### config.mk
export PLATFORM = sky130hd
export DESIGN_NAME = spi_slave
export DESIGN_NICKNAME = d
export VERILOG_FILES = /design/src/rtl/spi_slave.sv
export SDC_FILE = /design/constraint.sdc
export NUM_CORES = 1
export LEC_CHECK = 0
export CORE_UTILIZATION = 53
export DETAILED_ROUTE_END_ITERATION = 7
export PLACE_DENSITY = 0.77
export SYNTH_ARGS = -nofsm -noshare
export SYNTH_HDL_FRONTEND = slang
export SYNTH_SLANG_ARGS = --single-unit
### constraint.sdc
create_clock -name clk -period 1.9 [get_ports clk]
set_clock_uncertainty 0.15 [all_clocks]
set_input_delay 0.38 -clock clk [delete_from_list [all_inputs] [get_ports clk]]
set_output_delay 0.38 -clock clk [all_outputs]
set_load 0.03 [all_outputs]
### src/rtl/spi_slave.sv
// SPI mode-0 responder: oversampled sclk/ss/mosi, one-byte RX strobe, single-entry TX holding buffer.
module spi_slave #(
    parameter int unsigned           DATA_WIDTH  = 8,
    parameter int unsigned           SYNC_STAGES = 2,
    parameter logic [DATA_WIDTH-1:0] IDLE_FILL   = '0
) (
    input  logic                  clk,
    input  logic                  rst,
    input  logic                  sclk,
    input  logic                  ss,
    input  logic                  mosi,
    output logic                  miso,
    input  logic [DATA_WIDTH-1:0] tx_data,
    input  logic                  tx_load,
    output logic                  tx_full,
    output logic [DATA_WIDTH-1:0] rx_data,
    output logic                  rx_valid,
    output logic                  busy,
    output logic                  tx_underrun
);

    localparam int unsigned CNT_W = $clog2(DATA_WIDTH + 1);

    typedef enum logic {
        IDLE   = 1'b0,
        ACTIVE = 1'b1
    } state_e;

    logic [SYNC_STAGES-1:0] sclk_sync_q, sclk_sync_d;
    logic [SYNC_STAGES-1:0] ss_sync_q,   ss_sync_d;
    logic [SYNC_STAGES-1:0] mosi_sync_q, mosi_sync_d;
    logic                   sclk_prev_q, sclk_prev_d;
    logic                   ss_prev_q,   ss_prev_d;

    state_e                 state_q, state_d;
    logic [CNT_W-1:0]       bit_cnt_q, bit_cnt_d;
    logic [DATA_WIDTH-1:0]  tx_shift_q, tx_shift_d;
    logic [DATA_WIDTH-1:0]  rx_shift_q, rx_shift_d;
    logic [DATA_WIDTH-1:0]  hold_q, hold_d;
    logic                   tx_full_q, tx_full_d;
    logic [DATA_WIDTH-1:0]  rx_data_q, rx_data_d;
    logic                   rx_valid_q, rx_valid_d;
    logic                   busy_q, busy_d;
    logic                   miso_q, miso_d;
    logic                   tx_underrun_q, tx_underrun_d;

    logic sclk_s, ss_s, mosi_s;
    logic sclk_rise, sclk_fall, ss_rise, ss_fall;
    logic reload;

    // Input synchronizer chains plus one delayed copy of sclk/ss for edge detection.
    always_comb begin
        sclk_sync_d = {sclk_sync_q[SYNC_STAGES-2:0], sclk};
        ss_sync_d   = {ss_sync_q[SYNC_STAGES-2:0], ss};
        mosi_sync_d = {mosi_sync_q[SYNC_STAGES-2:0], mosi};
        sclk_s      = sclk_sync_q[SYNC_STAGES-1];
        ss_s        = ss_sync_q[SYNC_STAGES-1];
        mosi_s      = mosi_sync_q[SYNC_STAGES-1];
        sclk_prev_d = sclk_s;
        ss_prev_d   = ss_s;
        sclk_rise   = sclk_s & ~sclk_prev_q;
        sclk_fall   = ~sclk_s & sclk_prev_q;
        ss_rise     = ss_s & ~ss_prev_q;
        ss_fall     = ~ss_s & ss_prev_q;
    end

    // Frame FSM, shifters, holding buffer and registered outputs.
    always_comb begin
        state_d       = state_q;
        bit_cnt_d     = bit_cnt_q;
        tx_shift_d    = tx_shift_q;
        rx_shift_d    = rx_shift_q;
        hold_d        = hold_q;
        tx_full_d     = tx_full_q;
        rx_data_d     = rx_data_q;
        rx_valid_d    = 1'b0;
        tx_underrun_d = 1'b0;
        reload        = 1'b0;

        case (state_q)
            IDLE: begin
                bit_cnt_d = '0;
                if (ss_fall) begin
                    state_d = ACTIVE;
                    reload  = 1'b1;
                end
            end
            ACTIVE: begin
                if (ss_rise) begin
                    // Deselect wins over a coincident sclk edge; partial byte is dropped.
                    state_d   = IDLE;
                    bit_cnt_d = '0;
                end else if (sclk_rise) begin
                    rx_shift_d = {rx_shift_q[DATA_WIDTH-2:0], mosi_s};
                    if (bit_cnt_q == CNT_W'(DATA_WIDTH - 1)) begin
                        rx_data_d  = rx_shift_d;
                        rx_valid_d = 1'b1;
                        bit_cnt_d  = '0;
                    end else begin
                        bit_cnt_d = bit_cnt_q + CNT_W'(1);
                    end
                end else if (sclk_fall) begin
                    if (bit_cnt_q != '0) begin
                        tx_shift_d = {tx_shift_q[DATA_WIDTH-2:0], 1'b0};
                    end else begin
                        reload = 1'b1;
                    end
                end
            end
            default: state_d = IDLE;
        endcase

        // Byte boundary: take the buffered byte, or the fill pattern on underrun.
        if (reload) begin
            if (tx_full_q) begin
                tx_shift_d = hold_q;
            end else begin
                tx_shift_d    = IDLE_FILL;
                tx_underrun_d = 1'b1;
            end
            tx_full_d = 1'b0;
        end

        // Loads are judged against the registered flag, so a same-cycle reload still underruns.
        if (tx_load && !tx_full_q) begin
            hold_d    = tx_data;
            tx_full_d = 1'b1;
        end

        busy_d = (state_d == ACTIVE);
        miso_d = busy_d & tx_shift_d[DATA_WIDTH-1];
    end

    // State and data registers with synchronous reset.
    always_ff @(posedge clk) begin
        if (rst) begin
            sclk_sync_q   <= '0;
            ss_sync_q     <= '0;
            mosi_sync_q   <= '0;
            sclk_prev_q   <= 1'b0;
            ss_prev_q     <= 1'b0;
            state_q       <= IDLE;
            bit_cnt_q     <= '0;
            tx_shift_q    <= '0;
            rx_shift_q    <= '0;
            hold_q        <= '0;
            tx_full_q     <= 1'b0;
            rx_data_q     <= '0;
            rx_valid_q    <= 1'b0;
            busy_q        <= 1'b0;
            miso_q        <= 1'b0;
            tx_underrun_q <= 1'b0;
        end else begin
            sclk_sync_q   <= sclk_sync_d;
            ss_sync_q     <= ss_sync_d;
            mosi_sync_q   <= mosi_sync_d;
            sclk_prev_q   <= sclk_prev_d;
            ss_prev_q     <= ss_prev_d;
            state_q       <= state_d;
            bit_cnt_q     <= bit_cnt_d;
            tx_shift_q    <= tx_shift_d;
            rx_shift_q    <= rx_shift_d;
            hold_q        <= hold_d;
            tx_full_q     <= tx_full_d;
            rx_data_q     <= rx_data_d;
            rx_valid_q    <= rx_valid_d;
            busy_q        <= busy_d;
            miso_q        <= miso_d;
            tx_underrun_q <= tx_underrun_d;
        end
    end

    assign miso        = miso_q;
    assign tx_full     = tx_full_q;
    assign rx_data     = rx_data_q;
    assign rx_valid    = rx_valid_q;
    assign busy        = busy_q;
    assign tx_underrun = tx_underrun_q;

endmodule

==> flow_summary_export.csv <==
group,metric,value,unit
sta,rsz0062_at_grt,"true",
finish,final_nets,251,
finish,layout-drive-gt1-share,15.25,%
worst_setup_path,arrival,2050,ps
sta,final.min_clock_period,1902,ps
die,ios,27,
global_routing,grt_start_max_net_pins,18,
detailed_routing,routed_wl,3578,µm
sta,setup_ws,-1.974,ps
die,start_util,56.23,%
synth,syn_nets,217,
clock_network,h-tree-depth,2,
clock_network,clock_latency,380,ps
synth,yosys.area.top_type,"dfxtp_1",
synth,yosysUniqueCellTypes,33,
pwr,peakVddDrop,0.4993,mV
finish,area_delta_synth_final,22.08,%
worst_setup_path,end_kind,"register",
sta,hold_viol,0,
clock_network,cts_buffer_depth,2,
synth,synth_top_area_share,50.03,%
synth,synth_cells,201,
die,core,3416,µm²
pwr,power.density,767.1,nW/µm²
detailed_routing,drt_iter0_markers,67,
synth,ys_seq_area_share,50.03,%
sta,finalSetupViolCount,2,
pwr,power,1799,µW
synth,synth_edf_count,0,
global_routing,grt_usage,20.83,%
detailed_routing,wl_per_cell,12.69,µm
finish,fin_util,68.64,%
worst_setup_path,startpoint_type,"register",
detailed_routing,drc,0,
status,violations,"setup timing",
pwr,p_leak,0.001024,µW
synth,synthArstFlopShare,0,%
global_routing,grt_pass1_wl,6348,µm
detailed_routing,vias,1496,
die,die_area,3868,µm²
clock_network,cts_tree,"done",
worst_hold_path,min_path_type,"register to register",
worst_setup_path,crit_fanout,5,
sta,drv_slew,0,
flow_run,maxCapViolCount,0,
die,die_w,62.20,µm
clock_network,cts.sinks,48,
die,dieHeight,62.20,µm
global_routing,grt-ovfl-total,0,
synth,ys_ff_latch,48,
global_routing,antenna_found_initial,0,
global_routing,first_global_vias,1448,
worst_setup_path,required,2040,ps
sta,tightest_slew,457.0,ps
synth,ys.flop_type,"dfxtp_1",
clock_network,cts.clk_slew.worst_paths,140,ps
sta,fmax,525.8,MHz
worst_setup_path,crit_type,"register to register",
clock_network,cts-root-buf,"clkbuf_4",
synth,ys_warn_count,0,
placed_design,port_buffers,26,
placed_design,gp_congestion,0.8305,
placed_design,dpl.hpwl,2561,µm
sta,maxSlewHeadroom,69.45,%
die,num_rows,21,
synth,synth_area_leaders,"dfxtp_1, mux2i_1, a21oi_1, a221oi_2, nand2_1",
synth,avgSynthCellArea,9.555,µm²
detailed_routing,drt-vias-per-instance,5.305,
status,status,"finished, violations left",
synth,syn-cell-area,1921,µm²
sta,post-route-period-util,100.1,%
detailed_routing,antenna_left,0,
detailed_routing,dr.pass1.iters,4,
clock_network,numCtsBuffers,5,
finish,diodes,0,
## cell usage in the layout (no fill, tap or decap), drive strengths merged, types with 3 or more instances in the layout
cell type / instances
mux2i: 15
nor2: 19
a221oi: 7
buf: 15
nor2b: 12
inv: 11
a21oi: 20
dlygate4sd2: 13
nor3: 3
clkdlybuf4s50: 13
o211ai: 8
dfxtp: 48
nand2: 23
clkbuf: 5
## layout make-up
class / count / area, µm²
inverter: 10 / 37.54
sequential: 48 / 962.2
tap: 46 / 57.56
timing repair buffer: 41 / 360.3
clock inverter: 3 / 46.29
multi-input combinational: 129 / 843.3
fill: 268 / 1071
clock buffer: 5 / 37.54
## cell families (layout without fill, tap and decap cells)
group                    Yosys count  after routing  share of synthesized area, %
multiplexers                      15             15                         7.817
flip-flops                        48             48                         50.03
buffers and inverters             24             59                         6.124
AND/OR/NAND/NOR                   71             71                         18.63
XOR/XNOR                           1              1                        0.4561
AO/OA/AOI/OAI                     40             40                         15.64
adder cells (fa/ha/maj)            2              2                         1.303
## state kept, by name, summed over array words and instances (netlist names), 2 cells and up
signal / cells
rx_shift_q: 7
bit_cnt_q: 4
mosi_sync_q: 2
rx_data: 8
sclk_sync_q: 2
tx_shift_q: 8
hold_q: 8
ss_sync_q: 2
## cell usage after synthesis, types with 2 or more instances
master     n
or3_1      2
clkbuf_1   5
mux2i_1   15
o211ai_1   7
nand2b_1   2
buf_6      2
nor3_1     3
buf_4      2
nand3b_1   2
buf_2      4
nand4_1    2
a221oi_2   6
nor2b_1   12
dfxtp_1   48
nand2_1   23
ha_1       2
a31oi_1    2
inv_1     10
nor2_1    19
a21oi_1   20
## metrics by stage
stage | area [µm²] | instances | setup TNS (ps) | setup slack [ps] | hold WS (ps)
detailed placement | 2256 | 272 | 0 | 31.88 | 280.6
global route | 2345 | 282 | -328.6 | -97.12 | 320.5
global placement | 2256 | 272 | 0 | 114.8 | 267.3
floorplan | 1921 | 201 | 0 | 126.0 | 263.8
CTS | 2327 | 280 | 0 | 5.269 | 309.9
finish | 2345 | 282 | -3.181 | -1.974 | 305.3
## where the power goes
group	leakage, µW	switching [µW]	internal (µW)
Sequential	0.000391	15.2	1030
Clock	0.0000418	339	281
Combinational	0.000591	67.8	63.6
Total	0.00102	422	1380
## metal layers
metal	part of all wire [%]	vias to the layer above	GRT usage [%]	routed length, µm
li1	-	750	-	-
met1	47	707	24.77	1695
met2	47	33	34.89	1674
met3	4.1	6	6.250	147
met4	1.6	0	8.721	59
met5	0	-	0	0
## critical path: stages, from the launching register on
cell      delay (ps)
dfxtp_1          340
inv_1             50
ha_1             130
or3b_4           370
and4b_2          320
buf_6            120
o211ai_1         110
a221oi_2         240
## path summary, 6_finish.rpt
check            startpoint              to  slack, ps  cells after the start
max            bit_cnt_q[0]   tx_shift_q[2]         -2                      7
min          sclk_sync_q[0]  sclk_sync_q[1]        310                      1
max reg2reg    bit_cnt_q[0]   tx_shift_q[2]         -2                      7
min reg2reg  sclk_sync_q[0]  sclk_sync_q[1]        310                      1
## what timing repair did
action	4_1_cts	5_1_grt
cloned	0	1
endpoints found under the hold margin	0	0
pin swaps	0	9
setup endpoints to repair	14	9
gates resized for setup	14	4
buffers inserted	0	1
hold buffers	0	0
No activity file was read; power rests on OpenSTA's default activity.
